--- config.mk ---
export PLATFORM = sky130hd
export DESIGN_NAME = cube_root_flat
export DESIGN_NICKNAME = d
export VERILOG_FILES = /design/src/rtl/cube_root_pkg.sv /design/src/rtl/cube_root_if.sv /design/src/rtl/cube_root_mult_shift_add.sv /design/src/rtl/cube_root.sv /design/src/flat_wrapper.sv
export SDC_FILE = /design/constraint.sdc
export NUM_CORES = 1
export LEC_CHECK = 0
export CELL_PAD_IN_SITES_DETAIL_PLACEMENT = 0
export CELL_PAD_IN_SITES_GLOBAL_PLACEMENT = 1
export CORE_MARGIN = 2
export CORE_UTILIZATION = 44
export CTS_BUF_LIST = sky130_fd_sc_hd__clkbuf_8
export DETAILED_ROUTE_END_ITERATION = 12
export PLACE_DENSITY_LB_ADDON = 0.08
export SLEW_MARGIN = 20
export SYNTH_ARGS = -nofsm -noshare
export SYNTH_HDL_FRONTEND = slang
export SYNTH_SLANG_ARGS = --single-unit
export TNS_END_PERCENT = 10
--- constraint.sdc ---
create_clock -name clk_i -period 4 [get_ports clk_i]
set_clock_uncertainty 0.15 [all_clocks]
set_input_delay 0.6 -clock clk_i [delete_from_list [all_inputs] [get_ports clk_i]]
set_output_delay 0.6 -clock clk_i [all_outputs]
set_load 0.01 [all_outputs]
--- src/rtl/cube_root_pkg.sv ---
// Shared types and constants for the cube_root block and its multiplier.
// Optional remainder output is enabled with the CUBE_ROOT_REM_EN macro.
package cube_root_pkg;

  localparam int DEFAULT_WIDTH = 8;
  localparam int ITER          = (DEFAULT_WIDTH + 2) / 3;
  localparam int MUL_CYCLES    = 8;
  localparam int SHIFT_W       = $clog2(3 * (ITER - 1) + 1);

  typedef enum logic [2:0] {
    IDLE,
    PREP,
    MUL,
    CMP,
    DONE
  } state_e;

endpackage

--- src/rtl/cube_root_if.sv ---
// Start/busy handshake bundle for cube_root; rem_bo exists only with CUBE_ROOT_REM_EN.
interface cube_root_if
  import cube_root_pkg::*;
#(
  parameter int WIDTH = DEFAULT_WIDTH
);

  logic             start_i;
  logic [WIDTH-1:0] x_bi;
  logic             busy_o;
  logic [WIDTH-1:0] y_bo;
`ifdef CUBE_ROOT_REM_EN
  logic [WIDTH-1:0] rem_bo;

  modport master (output start_i, output x_bi, input busy_o, input y_bo, input rem_bo);
  modport slave  (input start_i, input x_bi, output busy_o, output y_bo, output rem_bo);
`else
  modport master (output start_i, output x_bi, input busy_o, input y_bo);
  modport slave  (input start_i, input x_bi, output busy_o, output y_bo);
`endif

endinterface

--- src/rtl/cube_root_mult_shift_add.sv ---
// Iterative unsigned shift-add multiplier, one operand bit per cycle, truncated product.
// The load edge already consumes the first multiplier bit, so busy spans MUL_CYCLES-1 edges after it.
module mult_shift_add
  import cube_root_pkg::*;
#(
  parameter int WIDTH = DEFAULT_WIDTH
) (
  input  logic             clk_i,
  input  logic             rst_i,
  input  logic             start_i,
  input  logic [WIDTH-1:0] a_i,
  input  logic [WIDTH-1:0] b_i,
  output logic             busy_o,
  output logic [WIDTH-1:0] p_o
);

  localparam int CNT_W = $clog2(MUL_CYCLES + 1);
  localparam logic [CNT_W-1:0] CNT_LOAD = CNT_W'(MUL_CYCLES - 1);
  localparam logic [CNT_W-1:0] CNT_ONE  = CNT_W'(1);

  logic [WIDTH-1:0] aSh_q;
  logic [WIDTH-1:0] bSh_q;
  logic [WIDTH-1:0] prod_q;
  logic [CNT_W-1:0] cnt_q;
  logic             busy_q;

  always_ff @(posedge clk_i or negedge rst_i) begin
    if (!rst_i) begin
      aSh_q  <= '0;
      bSh_q  <= '0;
      prod_q <= '0;
      cnt_q  <= '0;
      busy_q <= 1'b0;
    end else if (start_i) begin
      aSh_q  <= a_i << 1;
      bSh_q  <= b_i >> 1;
      prod_q <= b_i[0] ? a_i : '0;
      cnt_q  <= CNT_LOAD;
      busy_q <= 1'b1;
    end else if (busy_q) begin
      if (bSh_q[0]) begin
        prod_q <= prod_q + aSh_q;
      end
      aSh_q <= aSh_q << 1;
      bSh_q <= bSh_q >> 1;
      cnt_q <= cnt_q - CNT_ONE;
      if (cnt_q == CNT_ONE) begin
        busy_q <= 1'b0;
      end
    end
  end

  assign busy_o = busy_q;
  assign p_o    = prod_q;

endmodule

--- src/rtl/cube_root.sv ---
// Sequential floor(cbrt(x)) using restoring 3-bit-group iterations and a shared multiplier.
// Define CUBE_ROOT_REM_EN to also publish the final remainder x - y^3 on rem_bo.
module cube_root
  import cube_root_pkg::*;
#(
  parameter int WIDTH = DEFAULT_WIDTH
) (
  input  logic        clk_i,
  input  logic        rst_i,
  cube_root_if.slave  bus
);

  localparam logic [SHIFT_W-1:0] SHIFT_TOP  = SHIFT_W'(3 * (ITER - 1));
  localparam logic [SHIFT_W-1:0] SHIFT_STEP = SHIFT_W'(3);
  localparam logic [WIDTH-1:0]   ONE        = WIDTH'(1);
  localparam logic [WIDTH+3:0]   ONE_W      = (WIDTH + 4)'(1);

  state_e             state_q;
  logic [WIDTH-1:0]   xRem_q;
  logic [WIDTH-1:0]   yAcc_q;
  logic [WIDTH-1:0]   yOut_q;
  logic [SHIFT_W-1:0] shift_q;
  logic               busy_q;
`ifdef CUBE_ROOT_REM_EN
  logic [WIDTH-1:0]   remOut_q;
`endif

  logic [WIDTH-1:0] yShift;
  logic             mulStart;
  logic             mulBusy;
  logic [WIDTH-1:0] mulProd;
  logic [WIDTH+3:0] prodWide;
  logic [WIDTH+3:0] bTerm;
  logic [WIDTH+3:0] xWide;
  logic             fits;

  assign yShift   = yAcc_q << 1;
  assign mulStart = (state_q == PREP);

  mult_shift_add #(
    .WIDTH (WIDTH)
  ) u_mult (
    .clk_i   (clk_i),
    .rst_i   (rst_i),
    .start_i (mulStart),
    .a_i     (yShift),
    .b_i     (yShift + ONE),
    .busy_o  (mulBusy),
    .p_o     (mulProd)
  );

  // Trial subtrahend (3*y*(y+1)+1) << s; extra 4 bits keep the shifted term exact.
  assign prodWide = {4'b0000, mulProd};
  assign bTerm    = ((prodWide << 1) + prodWide + ONE_W) << shift_q;
  assign xWide    = {4'b0000, xRem_q};
  assign fits     = (xWide >= bTerm);

  always_ff @(posedge clk_i or negedge rst_i) begin
    if (!rst_i) begin
      state_q  <= IDLE;
      xRem_q   <= '0;
      yAcc_q   <= '0;
      yOut_q   <= '0;
      shift_q  <= '0;
      busy_q   <= 1'b0;
`ifdef CUBE_ROOT_REM_EN
      remOut_q <= '0;
`endif
    end else begin
      case (state_q)
        IDLE: begin
          if (bus.start_i) begin
            xRem_q  <= bus.x_bi;
            yAcc_q  <= '0;
            shift_q <= SHIFT_TOP;
            busy_q  <= 1'b1;
            state_q <= PREP;
          end
        end
        PREP: begin
          yAcc_q  <= yShift;
          state_q <= MUL;
        end
        MUL: begin
          if (!mulBusy) begin
            state_q <= CMP;
          end
        end
        CMP: begin
          if (fits) begin
            xRem_q <= xRem_q - bTerm[WIDTH-1:0];
            yAcc_q <= yAcc_q + ONE;
          end
          if (shift_q == '0) begin
            state_q <= DONE;
          end else begin
            shift_q <= shift_q - SHIFT_STEP;
            state_q <= PREP;
          end
        end
        DONE: begin
          yOut_q   <= yAcc_q;
`ifdef CUBE_ROOT_REM_EN
          remOut_q <= xRem_q;
`endif
          busy_q   <= 1'b0;
          state_q  <= IDLE;
        end
        default: state_q <= IDLE;
      endcase
    end
  end

  assign bus.busy_o = busy_q;
  assign bus.y_bo   = yOut_q;
`ifdef CUBE_ROOT_REM_EN
  assign bus.rem_bo = remOut_q;
`endif

endmodule

--- src/flat_wrapper.sv ---
// flat-port wrapper written by rule: the top's interface ports become plain ports
module cube_root_flat import cube_root_pkg::*;
#(
  parameter int WIDTH = DEFAULT_WIDTH
)
  (clk_i, rst_i, bus_start_i, bus_x_bi, bus_busy_o, bus_y_bo);
  cube_root_if #(.WIDTH(WIDTH)) bus_i ();
  input  logic clk_i;
  input  logic rst_i;
  input wire logic [$bits(bus_i.start_i)-1:0] bus_start_i;
  input wire logic [$bits(bus_i.x_bi)-1:0] bus_x_bi;
  output wire logic [$bits(bus_i.busy_o)-1:0] bus_busy_o;
  output wire logic [$bits(bus_i.y_bo)-1:0] bus_y_bo;
  assign bus_i.start_i = bus_start_i;
  assign bus_i.x_bi = bus_x_bi;
  assign bus_busy_o = bus_i.busy_o;
  assign bus_y_bo = bus_i.y_bo;
  cube_root #(.WIDTH(WIDTH)) u_core (.clk_i(clk_i), .rst_i(rst_i), .bus(bus_i));
endmodule
# Word-level counts from Yosys, hierarchy flattened
# Cells that the tools add are included.
# totals
regBits	60
inputBits	11
# classes
reduce_logical	13
eq_ne	9
add_sub_neg	8
shift	1
mux	28
magnitude_cmp	1
# ops
cell	n
8-bit 2-to-1 mux	12
8-bit one-hot mux with 3 select lines	1
8-bit by 1-bit adder with 8-bit output (second input constant)	2
8-bit one-hot mux with 2 select lines	1
3-bit 2-to-1 mux	5
12-bit by 1-bit adder with 12-bit output (second input constant)	1
8-bit by 12-bit >= comparator with 1-bit output	1
3-bit one-hot mux with 4 select lines	1
12-bit by 3-bit left shift with 12-bit output	1
9-bit by 8-bit adder with 10-bit output	1
3-bit AND reduction	3
8-bit adder	1
4-bit 2-to-1 mux	2
2-bit nonzero test	4
8-bit subtractor	1
3-bit by 2-bit == test with 1-bit output (second input constant)	2
3-bit zero test	2
2-bit inequality test (second input constant)	3
3-bit one-hot mux with 2 select lines	1
2-bit AND reduction	3
4-bit by 1-bit == test with 1-bit output (second input constant)	1
1-bit 2-to-1 mux	4
4-bit by 1-bit subtractor with 4-bit output (second input constant)	1
3-bit by 1-bit == test with 1-bit output (second input constant)	1
other kinds (5)	5

# Logic depth before layout (Yosys ltp)
# Gate-level depths: netlist of the first run.
# depth
word_depth	6
depth_mapped	18
mapped_depth_nobuf	17

# By module
# A second synthesis of the first run with hierarchy kept.
# unflattened
cells_unflattened	451
hier_area_um2	4110.2
# modules_own_cells
mod	area_each_um2	seq_area_each_um2	instances	cells_per_inst
cube_root	2600.0	775.7	1	294
mult_shift_add	1510.2	675.6	1	157

# Worst setup path before layout of the first run
# Ideal clock, no wire load.
# synth_path
kind	register to register
start	register u_core.u_mult.prod_q[3] (netlist: u_core.u_mult.p_o[3])
end	register u_core.xRem_q[2]
synth_period_minus_slack_ps	4109
arrival_time_ps	3834
stages_incl_launch_ff	17
setup_time_ps	125
slack_ps	-109
required_time_ps	3725
path_buffers	0
cell_sequence	dfrtp_1 -> ha_1 -> o21a_1 -> a21boi_4 -> or2_2 -> a21oi_1 -> xnor2_1 -> mux4_2 -> nand2_1 -> o21ai_0 -> ha_1 -> nand2_1 -> a21o_1 -> a221oi_2 -> o31ai_4 -> o21ai_4 -> mux2_4
# synth_between
elab_chain_len	6
word_cells_on_any_way	9
# synth_rtl
item	line_no	source
start, declared	cube_root_mult_shift_add.sv:23	logic [WIDTH-1:0] prod_q;
start signal, assigned	cube_root_mult_shift_add.sv:37	prod_q <= b_i[0] ? a_i : '0;
start signal, assigned	cube_root_mult_shift_add.sv:42	prod_q <= prod_q + aSh_q;
9-bit by 8-bit adder with 10-bit output (*)	cube_root.sv:54	assign bTerm = ((prodWide << 1) + prodWide + ONE_W) << shift_q;
12-bit by 1-bit adder with 12-bit output (*)	cube_root.sv:54	
12-bit by 3-bit left shift with 12-bit output (*)	cube_root.sv:54	
8-bit by 12-bit >= comparator with 1-bit output or 8-bit subtractor (tied branches)	cube_root.sv:56, cube_root.sv:91	
2-bit by 1-bit inequality test with 1-bit output (no source line) or 8-bit 2-to-1 mux (tied branches)	n/a	
3-bit AND reduction (no source line) or 8-bit one-hot mux with 2 select lines (tied branches)	n/a	
end signal, assigned	cube_root.sv:73	xRem_q <= bus.x_bi;
end signal, assigned	cube_root.sv:91	xRem_q <= xRem_q - bTerm[WIDTH-1:0];
end, declared	cube_root.sv:19	logic [WIDTH-1:0] xRem_q;
# Mark *: on every way between the ends. The rest lies on a longest branch, timed or not. The select of a mux whose other input is x is not followed.
# A chain may end at the register's enable or synchronous reset.

# Final worst setup path of the first run
# layout_path
start	register u_core.u_mult.prod_q[3] (netlist: u_core.u_mult.p_o[3])
end	register u_core.xRem_q[6]
# Same word-level chain as after synthesis.

==> impl_metrics.toml, run 1 <==
[outcome]
status = "finished with violations"
violations = "setup timing"

[synthesis]
ys_top_cells_by_count = "dfrtp_1, nor2_1, a21oi_1, nand2_1, o21ai_0"
synth_area_um2 = 3820
syn_inst = 415
seq_area_frac_synth = 0.367
synthDistinctLibCells = 56
synth_compound_area_frac = 0.182
syn_area_per_cell_um2 = 9.20
async_flop_share = 1.00
yosysWarnings = 0
yosys.area_share.simple = 0.156
yosysTopAreaCell = "dfrtp_1"
synth_top_family_by_area = "compound AO/OA/AOI/OAI gates"
muxShareOfSynthArea = 0.102
synthAdderAreaFrac = 0.101
synth_seq_cells = 56
yosysTopAreaCellShare = 0.367
synth-edff-count = 0
ys.flop_type = "dfrtp_1"
synthTopCellsByArea = "dfrtp_1, ha_1, a21oi_1"
yosysMostFrequentCell = "dfrtp_1"
synth_xor_area_frac = 0.0482
synth_nets = 455

[setup_path]
end_kind = "flop"
crit_family = "compound AO/OA/AOI/OAI gates"
slowest_delay_ns = 0.45
arrival_ns = 4.09
path_cells = "ha_2 > buf_4 > nor4b_1 > nor4_2 > a31oi_2 > mux2i_1 > ha_1 > and4_1 > nand3_1 > a21o_1 > a221oi_2 > o31ai_4 > o21ai_4 > buf_6 > mux2_4"
path_buf_inv = 2
startpoint_type = "flop"
cp.required_ns = 4.05
crit_type = "flop to flop"
crit_fanout = 5
crit_slowest_cell = "nor4b_1"

[routing]
final_antenna_net_count = 0
dr_total_vias = 3007
finalWirelength_um = 8480
drc = 0
routedWlPerCell_um = 15.1
vias_per_cell = 5.37
firstDrtPassIters = 5
dr.first_iter.drc_count = 109

[clock_tree]
cts_root_buffer = "clkbuf_8"
insertion_delay_ns = 0.32
numClockSinks = 56
cts_buffers = 5
path_clk_slew_ns = 0.12
clockBufferDepth = 2
tritoncts = "built"
htreeDepth = 2

[die]
std_cell_rows = 33
ios = 20
core_area_um2 = 8300
die_area_um2 = 9440
die_w_um = 97.2
die_h_um = 97.2
start_util = 0.460

[sta]
tightest_slew_ns = 0.865
fin_crit_sh = 1.01
final_max_slew_viol_count = 0
fmax_ghz = 0.248
finalHoldViolCount = 0
setup_viol = 5
setup_ws_ns = -0.0317
max_slew_margin = 0.422
min_period_ns = 4.03
rsz0062_at_grt = "yes"

[placed_design]
dpl.cell_count = 546
dp_hpwl_um = 6140
placed_area_um2 = 4280
port_buffers = 19
gp_congestion = 0.796
place_ws_ns = -0.109

[pwr]
power_w = 0.00428
total_leakage_power_nw = 2.14
power_density_nw_per_um2 = 947
ir_drop_v = 0.000269

[layout]
fill_cells = 757
layout-drive-gt1-share = 0.191
diodes = 0
fin_nets = 494
area_delta_synth_final_pct = 18.3
fin_area_um2 = 4520
post-route-util = 0.545
fin_cells = 560

[global_routing]
use_met3 = 0.0295
antenna_found_initial = 0
grt_max_degree = 34
busiest_layer = "met2"
grt_usage = 0.183
globalRouteOverflowTotal = 0
use_met1 = 0.255
grt_pass1_vias = 2968
grt_use_met2 = 0.294
grt_pass1_wl_um = 14400

[run]
cap_violations = 0

[hold_path]
hp-class = "input pin to asynchronous set/reset pin"
## routing by layer
| layer | wire, um | share of wire | vias to the layer above |
|---|---|---|---|
| met5 | 0 | 0 | - |
| met4 | 136 | 0.016 | 0 |
| met3 | 268 | 0.032 | 12 |
| met2 | 4020 | 0.47 | 44 |
| met1 | 4050 | 0.48 | 1416 |
| li1 | - | - | 1535 |
## worst register-to-register path: stages (launching register included)
cell,delay [ns]
dfrtp_2,0.44
ha_2,0.32
buf_4,0.17
nor4b_1,0.45
nor4_2,0.14
a31oi_2,0.26
mux2i_1,0.13
ha_1,0.31
and4_1,0.20
nand3_1,0.08
a21o_1,0.18
a221oi_2,0.34
o31ai_4,0.13
o21ai_4,0.19
buf_6,0.16
mux2_4,0.30
## worst paths after layout
path	cells after the start	slack, ns	endpoint	start
max in group asynchronous	2	2.66	u_core.u_mult.p_o[1]$_DFFE_PN0P_	rst_i
min in group clk_i	2	0.36	u_core.u_mult.bSh_q[6]$_DFFE_PN0P_	u_core.u_mult.bSh_q[6]$_DFFE_PN0P_
min reg2reg	2	0.36	u_core.u_mult.bSh_q[6]$_DFFE_PN0P_	u_core.u_mult.bSh_q[6]$_DFFE_PN0P_
min	1	0.20	u_core.u_mult.aSh_q[5]$_DFFE_PN0P_	rst_i
max reg2reg	15	-0.03	u_core.xRem_q[6]$_DFFE_PN0P_	u_core.u_mult.p_o[3]$_DFFE_PN0P_
max	15	-0.03	u_core.xRem_q[6]$_DFFE_PN0P_	u_core.u_mult.p_o[3]$_DFFE_PN0P_
## placed cells by master, fill, tap and decap left out, types with 3 or more instances in the layout
cell type / count
nor3_1: 4
a21oi_1: 35
and3_1: 5
nor4b_1: 5
nor2b_1: 4
nor2_1: 39
a21o_1: 10
nand2_1: 36
or3_1: 4
a31oi_1: 6
clkbuf_8: 5
dfrtp_1: 54
a21oi_2: 4
mux2_4: 7
inv_1: 21
clkdlybuf4s50_1: 18
ha_4: 3
mux2_2: 8
nand2b_1: 3
mux2i_1: 15
ha_1: 22
xnor2_1: 11
buf_4: 30
buf_6: 3
nor2_2: 3
nand3_1: 4
xor2_1: 9
nor3b_1: 4
o21ai_0: 29
## cell type report
class                      instances  area [um^2]  area share
clock inverter                     3         21.3     0.00471
multi-input combinational        317         2370       0.524
tap                              105          131      0.0291
inverter                          22         82.6      0.0183
timing repair buffer              52          444      0.0983
sequential                        56         1400       0.311
clock buffer                       5         68.8      0.0152
## repair_timing
item,in CTS,in global routing
hold endpoints to repair,0,0
endpoints found under the setup margin,8,16
gates resized for setup,2,23
hold buffers,0,0
setup buffers,2,4
pin swaps,2,18
## through the flow
step | hold slack, ns | TNS (ns)
2_1_floorplan | 0.154 | 0
3_3_place_gp | 0.324 | 0
3_5_place_dp | 0.333 | -0.787
4_1_cts | 0.235 | -0.000981
5_1_grt | 0.293 | -1.77
6_report | 0.203 | -0.146
## flip-flops by register name, indices dropped and copies added, names as in the netlist, 3 cells and up
register / count
u_core.bus.y_bo: 8
u_core.xRem_q: 8
u_core.yAcc_q: 8
u_core.u_mult.bSh_q: 7
u_core.u_mult.p_o: 7
u_core.u_mult.aSh_q: 6
u_core.u_mult.cnt_q: 4
u_core.shift_q: 3
u_core.state_q: 3
## cells by family (layout without fill, tap and decap cells)
logic type / after synthesis / in the layout
AO/OA/AOI/OAI: 110 / 110
XOR/XNOR: 21 / 21
adder cells (fa/ha/maj): 29 / 29
AND/OR/NAND/NOR: 124 / 124
other: 1 / 1
flip-flops: 56 / 56
multiplexers: 32 / 32
buffers and inverters: 42 / 82
## power breakdown
| group | internal, W | switching, W |
|---|---|---|
| clock network | 0.000127 | 0.000200 |
| registers | 0.000759 | 0.000192 |
| logic | 0.00151 | 0.00149 |
| total | 0.00240 | 0.00188 |
Note: power is estimated with default switching activity, not from simulation.
==> run 2, diff against run 1 <==
--- a/config.mk
+++ b/config.mk
@@ -8,7 +8,7 @@
 export CELL_PAD_IN_SITES_DETAIL_PLACEMENT = 0
 export CELL_PAD_IN_SITES_GLOBAL_PLACEMENT = 1
 export CORE_MARGIN = 2
-export CORE_UTILIZATION = 44
+export CORE_UTILIZATION = 49
 export CTS_BUF_LIST = sky130_fd_sc_hd__clkbuf_8
 export DETAILED_ROUTE_END_ITERATION = 12
 export PLACE_DENSITY_LB_ADDON = 0.08
==> constraint.sdc (replaced) <==
create_clock -name clk_i -period 4.16 [get_ports clk_i]
set_clock_uncertainty 0.15 [all_clocks]
set_input_delay 0.624 -clock clk_i [delete_from_list [all_inputs] [get_ports clk_i]]
set_output_delay 0.624 -clock clk_i [all_outputs]
set_load 0.01 [all_outputs]
==> run 2 against run 1 <==
Compared with the run above:
- the run now ends clean
- routed wire length shrank 3.3%
- sequential power fell by 3.5%
- via count rose by 1.1%
- clock power decreased by 5%
- first-iteration DRC count fell by 40%
- hold slack better by 0.052 ns
- fmax increased by 0.71%
- global-route usage rose by 1.9 points
- count of clock-buffer cells in the layout unchanged
- cell area fell by 4.1%
- critical path type unchanged
- critical endpoint is now u_core.xRem_q[5]$_DFFE_PN0P_
- largest power group unchanged
==> impl_metrics.toml, run 2 (synthesis gave the netlist of run 1 again) <==
[setup_path]
path_buf_inv = 2
path_cells = "ha_2 > a21oi_1 > xnor2_1 > inv_1 > mux4_2 > nor2_1 > a21oi_1 > ha_2 > a21o_1 > a31oi_2 > a21o_1 > a221oi_2 > o31ai_4 > o21ai_4 > buf_12 > mux2_4"
startpoint_type = "flop"
crit_fanout = 7
crit_family = "compound AO/OA/AOI/OAI gates"
crit_type = "flop to flop"
crit_slowest_cell = "mux4_2"
cp.required_ns = 4.23
arrival_ns = 4.07
slowest_delay_ns = 0.49
crit_cells = 16
reg2regPathDepth = 16
end_kind = "flop"

[clock_tree]
holdBufCountCts = 0
clockBufferDepth = 2
cts_root_buffer = "clkbuf_8"
numClockSinks = 56
htreeDepth = 2
path_clk_slew_ns = 0.11
cts_buffers = 5
insertion_delay_ns = 0.32
tritoncts = "built"

[placed_design]
dpl.cell_count = 530
port_buffers = 19
gp_congestion = 0.875
place_ws_ns = 0.0118
dp_hpwl_um = 5960

[die]
die_h_um = 92.3
die_area_um2 = 8520
ios = 20
std_cell_rows = 32
start_util = 0.499
die_w_um = 92.3
core_area_um2 = 7650

[routing]
dr.first_iter.drc_count = 65
dr_total_vias = 3041
finalWirelength_um = 8200
drc = 0
firstDrtPassIters = 4
vias_per_cell = 5.59
final_antenna_net_count = 0
routedWlPerCell_um = 15.1

[sta]
whs_ns = 0.255
min_period_ns = 4.00
final_max_slew_viol_count = 0
tightest_slew_ns = 0.873
max_slew_margin = 0.418
finalHoldViolCount = 0
fin_crit_sh = 0.962
setup_viol = 0
fmax_ghz = 0.250
setup_ws_ns = 0.157

[hold_path]
hp-class = "input pin to asynchronous set/reset pin"

[global_routing]
grt_usage = 0.202
antenna_found_initial = 0
grt_pass1_wl_um = 13800
grt_max_degree = 38
globalRouteOverflowTotal = 0
grt_pass1_vias = 2868

[layout]
final_common_cell = "dfrtp_1"
area_delta_synth_final_pct = 13.5
fill_cells = 713
diodes = 0
layout_common_cells = "dfrtp_1, nor2_1, nand2_1, a21oi_1, o21ai_0"
fin_nets = 481
layout-drive-gt1-share = 0.138
fin_cells = 544
post-route-util = 0.567

[pwr]
power_frac_clock = 0.082
p_sw_w = 0.00172
intPower_w = 0.00210
ir_drop_v = 0.000290
p_seq_frac = 0.241
power_density_nw_per_um2 = 881
pwr-share-comb = 0.678
switching_share = 0.451
total_leakage_power_nw = 2.06

[run]
cap_violations = 0

[outcome]
status = "complete, no violations"
run 2: through the flow:
stage          setup TNS, ns  total power (W)  instance area (um^2)
3_5_place_dp               0          0.00336                  4160
4_1_cts                    0          0.00367                  4250
6_report                   0          0.00382                  4340
3_3_place_gp               0          0.00333                  4160
5_1_grt               -0.190          0.00421                  4340
2_1_floorplan              0          0.00279                  3820
run 2: worst paths after layout:
kind                                                    start                            endpoint  slack [ns]
setup / recovery             u_core.u_mult.p_o[2]$_DFFE_PN0P_        u_core.xRem_q[5]$_DFFE_PN0P_        0.16
hold reg to reg            u_core.u_mult.bSh_q[6]$_DFFE_PN0P_  u_core.u_mult.bSh_q[6]$_DFFE_PN0P_        0.34
max in group asynchronous                               rst_i  u_core.u_mult.aSh_q[3]$_DFFE_PN0P_        2.79
min in group clk_i         u_core.u_mult.bSh_q[6]$_DFFE_PN0P_  u_core.u_mult.bSh_q[6]$_DFFE_PN0P_        0.34
setup reg to reg             u_core.u_mult.p_o[2]$_DFFE_PN0P_        u_core.xRem_q[5]$_DFFE_PN0P_        0.16
hold / removal                                          rst_i        u_core.xRem_q[7]$_DFFE_PN0P_        0.25
run 2: area by class of cell:
cell class                 count  area [um^2]  share of cell area
tap                          102          128              0.0294
sequential                    56         1400               0.324
timing repair buffer          39          348              0.0802
clock inverter                 3         22.5             0.00519
inverter                      22         82.6              0.0190
multi-input combinational    317         2280               0.527
clock buffer                   5         68.8              0.0159
run 2: power by group through the flow:
stage | registers, W | clock network, W | logic (W)
2_1_floorplan | 0.000852 | 0 | 0.00194
3_3_place_gp | 0.000923 | 0 | 0.00240
3_5_place_dp | 0.000930 | 0 | 0.00242
4_1_cts | 0.000919 | 0.000317 | 0.00244
5_1_grt | 0.000946 | 0.000342 | 0.00292
6_report | 0.000919 | 0.000311 | 0.00259
run 2: metal layers:
metal / up-vias / global-route usage / routed length, um
met5: - / 0 / 0
met4: 0 / 0.0647 / 163
met3: 11 / 0.0329 / 172
met2: 37 / 0.332 / 4040
met1: 1489 / 0.274 / 3830
li1: 1504 / - / -
run 2: what timing repair did:
item	CTS	global route
buffers inserted	0	6
endpoints found under the setup margin	0	16
resized for setup	0	9
